<file path="src/rtl/scan_ckpt_ctrl.sv">
// Scan checkpoint controller: pauses the target, streams the FF scan chain and then
// the RAM scan chain out (dump) or in (load), then returns the target to run mode.
module scan_ckpt_ctrl #(
  parameter int unsigned FF_WORDS  = 16,
  parameter int unsigned MEM_WORDS = 64
) (
  input  logic        host_clk,
  input  logic        host_rst_n,
  input  logic        cmd_valid,
  input  logic        cmd_dir,
  output logic        cmd_ready,
  output logic        busy,
  output logic        done,
  output logic        run_mode,
  output logic        scan_mode,
  output logic        ff_se,
  output logic [63:0] ff_di,
  input  logic [63:0] ff_do,
  output logic        ram_sr,
  output logic        ram_se,
  output logic        ram_sd,
  output logic [63:0] ram_di,
  input  logic [63:0] ram_do,
  output logic        dout_valid,
  input  logic        dout_ready,
  output logic [63:0] dout_data,
  input  logic        din_valid,
  output logic        din_ready,
  input  logic [63:0] din_data
);

  localparam int unsigned MaxWords = (FF_WORDS > MEM_WORDS) ? FF_WORDS : MEM_WORDS;
  localparam int unsigned CntW     = $clog2(MaxWords + 1);

  localparam logic [CntW-1:0] FfLast    = CntW'(FF_WORDS - 1);
  localparam logic [CntW-1:0] MemLast   = CntW'(MEM_WORDS - 1);
  localparam logic [CntW-1:0] PrimeLast = CntW'(1);

  typedef enum logic [3:0] {
    StIdle,
    StPause,
    StScanEn,
    StFf,
    StRamPrime,
    StRam,
    StRamFlush,
    StUnscan,
    StDone
  } state_e;

  state_e          state_q, state_d;
  logic            dir_q, dir_d;     // 0 = dump, 1 = load
  logic [CntW-1:0] cnt_q, cnt_d;

  // State, direction and word counter registers.
  always_ff @(posedge host_clk or negedge host_rst_n) begin
    if (!host_rst_n) begin
      state_q <= StIdle;
      dir_q   <= 1'b0;
      cnt_q   <= '0;
    end else begin
      state_q <= state_d;
      dir_q   <= dir_d;
      cnt_q   <= cnt_d;
    end
  end

  // Next-state and output decode; everything defaults to the inactive value.
  always_comb begin
    state_d    = state_q;
    dir_d      = dir_q;
    cnt_d      = cnt_q;
    cmd_ready  = 1'b0;
    busy       = (state_q != StIdle);
    done       = 1'b0;
    run_mode   = 1'b0;
    scan_mode  = 1'b0;
    ff_se      = 1'b0;
    ff_di      = '0;
    ram_sr     = 1'b0;
    ram_se     = 1'b0;
    ram_sd     = 1'b0;
    ram_di     = '0;
    dout_valid = 1'b0;
    dout_data  = '0;
    din_ready  = 1'b0;

    unique case (state_q)
      StIdle: begin
        run_mode  = 1'b1;
        // Held low while reset is asserted so the host cannot see a ready idle.
        cmd_ready = host_rst_n;
        if (cmd_valid) begin
          dir_d   = cmd_dir;
          state_d = StPause;
        end
      end
      StPause: begin
        state_d = StScanEn;
      end
      StScanEn: begin
        scan_mode = 1'b1;
        ram_sr    = 1'b1;
        cnt_d     = '0;
        state_d   = StFf;
      end
      StFf: begin
        scan_mode = 1'b1;
        if (!dir_q) begin
          // Dump recirculates the chain so the target state is preserved.
          dout_valid = 1'b1;
          dout_data  = ff_do;
          ff_se      = dout_ready;
          ff_di      = ff_do;
        end else begin
          din_ready = 1'b1;
          ff_se     = din_valid;
          ff_di     = din_data;
        end
        if (ff_se) begin
          if (cnt_q == FfLast) begin
            cnt_d   = '0;
            state_d = dir_q ? StRam : StRamPrime;
          end else begin
            cnt_d = cnt_q + CntW'(1);
          end
        end
      end
      StRamPrime: begin
        // Two reads in flight before the first RAM word is valid on ram_do.
        scan_mode = 1'b1;
        ram_se    = 1'b1;
        if (cnt_q == PrimeLast) begin
          cnt_d   = '0;
          state_d = StRam;
        end else begin
          cnt_d = cnt_q + CntW'(1);
        end
      end
      StRam: begin
        scan_mode = 1'b1;
        if (!dir_q) begin
          dout_valid = 1'b1;
          dout_data  = ram_do;
          ram_se     = dout_ready;
        end else begin
          ram_sd    = 1'b1;
          din_ready = 1'b1;
          ram_se    = din_valid;
          ram_di    = din_data;
        end
        if (ram_se) begin
          if (cnt_q == MemLast) begin
            cnt_d   = '0;
            state_d = dir_q ? StRamFlush : StUnscan;
          end else begin
            cnt_d = cnt_q + CntW'(1);
          end
        end
      end
      StRamFlush: begin
        // Commits the last buffered write word.
        scan_mode = 1'b1;
        ram_se    = 1'b1;
        ram_sd    = 1'b1;
        state_d   = StUnscan;
      end
      StUnscan: begin
        state_d = StDone;
      end
      StDone: begin
        run_mode = 1'b1;
        done     = 1'b1;
        state_d  = StIdle;
      end
      default: begin
        state_d = StIdle;
      end
    endcase
  end

endmodule
</file>
<file path="config.mk">
export PLATFORM = sky130hd
export DESIGN_NAME = scan_ckpt_ctrl
export DESIGN_NICKNAME = d
export VERILOG_FILES = /design/src/rtl/scan_ckpt_ctrl.sv
export SDC_FILE = /design/constraint.sdc
export NUM_CORES = 1
export LEC_CHECK = 0
export BUFFER_PORTS_ARGS = -buffer_cell sky130_fd_sc_hd__buf_2
export CORE_AREA = 2 2 154 156
export CTS_CLUSTER_DIAMETER = 100
export DETAILED_ROUTE_END_ITERATION = 12
export DIE_AREA = 0 0 156 158
export SETUP_SLACK_MARGIN = 0.15
export SYNTH_ARGS = -nofsm -noshare
export SYNTH_HDL_FRONTEND = slang
export SYNTH_SLANG_ARGS = --single-unit
</file>
<file path="constraint.sdc">
create_clock -name host_clk -period 3.6 [get_ports host_clk]
set_input_delay 0.18 -clock host_clk [delete_from_list [all_inputs] [get_ports host_clk]]
set_output_delay 0.18 -clock host_clk [all_outputs]
set_load 0.1 [all_outputs]
</file>
# Yosys cells after proc, flatten, opt, wreduce, memory -nomap -nowiden
# Index checks and enable logic that the tools add are counted.
dict set report totals {
  reg_bits 12
  latch_bits 0
  ram_bits 0
  rom_bits 0
  input_bits 198
  output_inout_bits 203
  elab_cells 68
  memories 0
}
dict set report op_classes {
  n_addsub 1
  mul 0
  div 0
  order_cmp 0
  eq_ne 17
  shifts 0
  n_mux 37
  bitwise_logic 0
  reduce_logical 10
}
# op count
set op_table {}
lappend op_table {{64-bit 2-to-1 mux} 6}
lappend op_table {{64-bit case mux with 2 select lines} 1}
lappend op_table {{7-bit 2-to-1 mux} 5}
lappend op_table {{4-bit case mux with 8 select lines} 1}
lappend op_table {{7-bit case mux with 4 select lines} 1}
lappend op_table {{4-bit 2-to-1 mux} 6}
lappend op_table {{4-bit by 3-bit equality test with 1-bit output, second input constant} 4}
lappend op_table {{1-bit 2-to-1 mux} 15}
lappend op_table {{2-bit inequality test, second input constant} 6}
lappend op_table {{4-bit by 2-bit equality test with 1-bit output, second input constant} 2}
lappend op_table {{4-bit nonzero test} 2}
lappend op_table {{7-bit by 1-bit adder with 7-bit output, second input constant} 1}
lappend op_table {{7-bit by 1-bit equality test with 1-bit output, second input constant} 1}
lappend op_table {{7-bit by 4-bit equality test with 1-bit output, second input constant} 1}
lappend op_table {{7-bit by 6-bit equality test with 1-bit output, second input constant} 1}
lappend op_table {{6-bit AND reduction} 1}
lappend op_table {{2-bit OR reduction} 3}
lappend op_table {{5-bit OR reduction} 1}
lappend op_table {{4-bit by 1-bit equality test with 1-bit output, second input constant} 1}
lappend op_table {{4-bit equality test, second input constant} 1}
lappend op_table {{4-bit zero test} 1}
lappend op_table {{1-bit case mux with 2 select lines} 2}
lappend op_table {{3-bit AND reduction} 1}
lappend op_table {{2-bit AND reduction} 1}

# Depth between registers and ports, before layout
# Gate-level depths: netlist (run 1).
dict set report logic_depth {
  ltp_word 4
  ltp_mapped 7
  depth_no_buf 6
}

# Least setup slack after synthesis (run 1)
# Ideal clock, no wire load.
dict set report synth_timing {
  path_kind {flip-flop to output port}
  from {reg state_q[1]}
  to {out done}
  arrival_time_ns 3.786
  required_time_ns 3.420
  path_slack_ns -0.366
  path_stages_with_launch 5
  cell_sequence {dfrtp_1 -> buf_2 -> buf_1 -> nor3_1 -> and2_1}
}
dict set report synth_between {
  elab_chain_cells 2
}
# item line_no
set synth_rtl {}
lappend synth_rtl {{start, declared} 51} ;# state_e state_q, state_d;
lappend synth_rtl {{start signal, assigned} 58} ;# state_q <= StIdle;
lappend synth_rtl {{start signal, assigned} 62} ;# state_q <= state_d;
lappend synth_rtl {{4-bit equality test} 88} ;# unique case (state_q)
lappend synth_rtl {{1-bit 2-to-1 mux} 88}
lappend synth_rtl {{end, declared} 13} ;# output logic done,
# No other way between the ends.

# Final worst setup path (run 1)
dict set report layout_timing {
  from {reg state_q[0]}
  to {out dout_data[2]}
}
dict set report layout_between {
  elab_chain_cells 2
}
# item line_no
set layout_rtl {}
lappend layout_rtl {{4-bit by 3-bit equality test with 1-bit output / 4-bit by 2-bit equality test with 1-bit output (equally long branches)} 88}
lappend layout_rtl {{64-bit case mux with 2 select lines *} 88}
lappend layout_rtl {{end, declared} 26} ;# output logic [63:0] dout_data,
# Every way passes the cells marked *; elsewhere a longest branch is shown, timed or not.

==> run summary, run 1 <==
Post-synth EDFFs: 0
Hold Fails Final Rpt: 0
critical path type: reg2out
critical path arrival: 2890 ps
Synth async-reset ratio: 100%
Yosys reg bits: 12
initial antenna violation count: 0
Synth-to-Final Area Change: 99.7%
CTS tree: yes
buffers added on ports: 400
CTS root buffer: clkbuf_16
GRT Overall Usage: 12.1%
Final HPWL DP: 14100 um
top-area cell type share of the netlist area: 22.0%
Final min period: 3070 ps
Final setup viols: 0
fill count: 2524
Worst-Skew Late Latency: 240 ps
status: finished clean
WL final: 17500 um
Starting Density: 12.8%
fmax: 326 MHz
floorplan row count: 56
Avg WL per Cell: 16.4 um
R2R cell count: 6
ant diodes: 0
Synth area leaders: mux2i_1 (22%), a22o_1 (20%), and3_1 (14%)
Mapped Cells: 411
commonest non-fill, non-tap cell in the layout: buf_2
HP Class: in2reg
Final Cycle Share: 85.3%
grt ovf: 0
Via Count: 4829
Max transition margin: 57.3%
Detailed Routing Iterations Pass 1: 5
DR DRC count: 0
final setup TNS: 0 ps
worst slew pin tran: 634 ps
die width: 156 um
vias in the first global route: 4080
DR iter-0 viols: 385
CP max FO: 17
Syn. warnings: 0
RD Place Congestion: 0.943
Layout Skew: 2.08 ps
Worst-path clk slew: 40 ps
post-cts gate resize count: 0
area leader, netlist: mux2i_1
Synth Flop Type: dfrtp_1
most frequent cells in the layout: buf_2 (362), nor2_1 (71), a22o_1 (66), mux2i_1 (65), and3_1 (65)
TritonCTS Buffers: 3
Setup crit end kind: primary output
Worst Hold Depth: 2
Final nets: 977
Num Clock Sinks: 12
RSZ-0062 raised after global routing: false
Antenna Nets Post-Route: 0
die height: 158 um
Synth Area per Inst: 7.19 sq um
ratio of cells with drive above 1 in the final layout: 54.8%
Pins Over Slew Limit: 0
Post-CTS Setup Bufs: 0
num ports: 401
CP startpoint kind: flop
area of the die: 24600 sq um
Longest Clk Path Bufs: 2
Cell variety after synth: 41
Core ar.: 23100 sq um
Hold-fix buffers, CTS: 1
critical path required time: 3420 ps
syn nets: 611
total of max-cap violations: 0
Via density: 4.53
global-route wire length before repair: 23600 um
sequential share of the synthesized area: 10.2%
Post-Syn Area: 2950 sq um
H-tree depth: 1
largest net degree at the start of global routing: 80
==> critical path, stage by stage (launching register included) <==
cell,delay [ps]
dfrtp_1,670
inv_1,210
or3_1,460
nor2_4,420
buf_4,300
a22o_1,150
buf_2,420
==> registers in the layout, indices dropped and copies added (netlist names) <==
name	cells
dir_q	1
state_q	4
cnt_q	7
==> path summary, 6_finish.rpt <==
check                                       start                     end  slack (ps)
min in group asynchronous              host_rst_n    cnt_q[1]$_DFFE_PN0P_         350
hold reg to reg              cnt_q[1]$_DFFE_PN0P_    cnt_q[1]$_DFFE_PN0P_         530
max in group asynchronous              host_rst_n       dir_q$_DFFE_PN0P_        2990
setup reg to reg           state_q[1]$_DFFE_PN0P_  state_q[1]$_DFFE_PN0P_         940
setup / recovery           state_q[0]$_DFFE_PN0P_            dout_data[2]         530
hold / removal                            cmd_dir       dir_q$_DFFE_PN0P_         190
==> synthesized netlist by cell type (2+ instances only) <==
cell type	instances
a21o_1	4
a21oi_1	10
a22o_1	66
a311o_1	2
a31oi_1	2
and2_1	3
and3_1	65
buf_1	11
buf_2	17
clkbuf_1	21
dfrtp_1	12
ha_1	2
inv_1	4
mux2i_1	65
nand2_1	9
nand2b_1	4
nand3_1	5
nor2_1	71
nor2_4	2
nor3_1	6
nor4_1	2
o21ai_0	5
o21bai_1	2
or3_1	4
==> final cells by class <==
class / instances / area, sq um / share of cell area, %
Sequential cell: 12 / 304 / 5.15
Tap cell: 290 / 363 / 6.15
Inverter: 4 / 15.0 / 0.254
Multi-Input combinational cell: 345 / 2450 / 41.5
Clock buffer: 4 / 88.8 / 1.51
Timing Repair Buffer: 411 / 2680 / 45.5
==> per-stage QoR <==
step           area, sq um  util (%)  hold slack (ps)  worst slack [ps]  std cells
3_3_place_gp          5800      25.2             78.5               867       1061
3_5_place_dp          5800      25.2             80.4               767       1061
4_1_cts               5900      25.6              190               517       1066
5_1_grt               5900      25.6              195               378       1066
6_report              5900      25.6              191               530       1066
2_1_floorplan         2960         -             -116               509        411
==> layer usage <==
layer | wire (um) | part of all wire [%] | global-route usage (%) | up-vias
met3 | 1370 | 7.8 | 0.985 | 18
met2 | 8690 | 50 | 21.7 | 294
met4 | 262 | 1.5 | 2.27 | 0
met1 | 7190 | 41 | 16.0 | 2254
li1 | - | - | - | 2263
met5 | 0 | 0 | 0 | -
==> cell families after synthesis <==
family / count (synthesis) / share of synthesized area (%)
AND/OR/NAND/NOR: 175 / 30.5
AO/OA/AOI/OAI: 102 / 28.5
multiplexers: 65 / 22.0
buffers and inverters: 54 / 7.71
flip-flops: 12 / 10.2
adder cells (fa/ha/maj): 2 / 0.847
XOR/XNOR: 1 / 0.297
Power of run 1 is left out: the tool's default activity adds up to more than one toggle a clock period on the data nets, which glitch-free logic cannot reach.
==> run 2, diff against run 1 <==
--- a/config.mk
+++ b/config.mk
@@ -6,10 +6,11 @@
 export NUM_CORES = 1
 export LEC_CHECK = 0
 export BUFFER_PORTS_ARGS = -buffer_cell sky130_fd_sc_hd__buf_2
-export CORE_AREA = 2 2 154 156
+export CAP_MARGIN = 15
+export CORE_AREA = 2 2 155 157
 export CTS_CLUSTER_DIAMETER = 100
 export DETAILED_ROUTE_END_ITERATION = 12
-export DIE_AREA = 0 0 156 158
+export DIE_AREA = 0 0 157 159
 export SETUP_SLACK_MARGIN = 0.15
 export SYNTH_ARGS = -nofsm -noshare
 export SYNTH_HDL_FRONTEND = slang
==> run summary, run 2 (synthesized netlist as in run 1, its figures left out) <==
grt ovf: 0
most frequent cells in the layout: buf_2 (349), nor2_1 (71), a22o_1 (66), mux2i_1 (65), and3_1 (65)
register area: 304 sq um
CP peak stage delay: 730 ps
area of the die: 25000 sq um
Synth-to-Final Area Change: 107%
Longest Clk Path Bufs: 2
CP max-delay cell: dfrtp_1
floorplan row count: 56
TritonCTS Buffers: 3
register bank with the most flops: cnt_q
Final setup viols: 0
Final WS setup: 506 ps
Num Clock Sinks: 12
Worst-Skew Late Latency: 240 ps
post-route cell area: 6110 sq um
Final nets: 976
Final HPWL DP: 14800 um
Final min period: 3090 ps
HP Class: in2reg
largest net degree at the start of global routing: 69
Worst-path clk slew: 50 ps
vias in the first global route: 4203
H-tree depth: 1
die height: 159 um
DR iter-0 viols: 369
Setup crit end kind: primary output
RSZ-0062 raised after global routing: false
ratio of cells with drive above 1 in the final layout: 54.6%
GRT Overall Usage: 12.9%
status: finished clean
fmax: 323 MHz
Final Cycle Share: 85.9%
die width: 157 um
crit-path leading delay family: buffers and inverters
Via density: 4.37
critical path type: reg2out
total of max-cap violations: 0
commonest non-fill, non-tap cell in the layout: buf_2
num ports: 401
worst slew pin tran: 802 ps
CP startpoint kind: flop
Avg WL per Cell: 16.5 um
global-route wire length before repair: 25300 um
Hold Fails Final Rpt: 0
post-cts gate resize count: 0
Core ar.: 23200 sq um
CP max FO: 68
fill count: 2530
buffers added on ports: 400
Antenna Nets Post-Route: 0
initial antenna violation count: 3
Hold-fix buffers, CTS: 1
DP Area: 6010 sq um
critical path required time: 3420 ps
Worst Path Buf+Inv: 2
max FFs per register: 7
Max transition margin: 46.5%
Via Count: 4790
final setup TNS: 0 ps
dpl ws: 690 ps
top flop regs: cnt_q (7), state_q (4), dir_q (1)
Layout Skew: 3.27 ps
RD Place Congestion: 0.909
CTS tree: yes
Pins Over Slew Limit: 0
DR DRC count: 0
Post-CTS Setup Bufs: 0
Detailed Routing Iterations Pass 1: 4
Starting Density: 12.7%
final core utilization: 26.3%
critical path arrival: 2910 ps
CTS root buffer: clkbuf_16
WL final: 18100 um
crit-path cells: nand2_1 > or3_2 > buf_4 > a21oi_1 > buf_2
area occupied by multi-input gates: 2450 sq um
run 2: changes by cell type in the layout (fill, tap and decap cells not counted), sizes merged:
| cell | before | now |
|---|---|---|
| buf | 410 | 409 |
| diode | 0 | 3 |
run 2: through the flow:
step	cells	hold slack, ps
floorplan	411	-116
global placement	1089	82.2
detailed placement	1089	88.0
CTS	1094	184
global route	1097	190
finish	1097	180
run 2: layout make-up:
class                      instances  share of cell area (%)
sequential                        12                    4.98
multi-input combinational        345                    40.1
timing repair buffer             410                    46.8
antenna                            3                   0.123
tap                              319                    6.53
clock buffer                       4                    1.29
inverter                           4                   0.246
run 2: path summary, 6_finish.rpt:
kind | start | endpoint | slack (ps) | depth (start not counted)
worst max-delay path | state_q[1]$_DFFE_PN0P_ | dout_valid | 510 | 5
worst min-delay path | cmd_dir | dir_q$_DFFE_PN0P_ | 180 | 2
worst max register to register | state_q[1]$_DFFE_PN0P_ | state_q[1]$_DFFE_PN0P_ | 790 | 6
worst min register to register | cnt_q[1]$_DFFE_PN0P_ | cnt_q[1]$_DFFE_PN0P_ | 540 | 2
max in group asynchronous | host_rst_n | dir_q$_DFFE_PN0P_ | 2970 | 2
min in group asynchronous | host_rst_n | state_q[1]$_DFFE_PN0P_ | 360 | 2
run 2: routing by layer:
layer  wire length [um]  track usage (%)  vias up
li1                   -                -     2273
met1               7770             16.5     2294
met2               9120             23.5      212
met3               1110             1.33       11
met4                 84             2.04        0
met5                  0                0        -
run 2: worst register-to-register path, cell delays in order (launching register included):
cell	delay, ps
dfrtp_1	590
nand2_1	250
or3_2	170
buf_4	630
o221ai_2	360
a311o_1	450
o41ai_2	240
Power of run 2 is left out for the same reason.
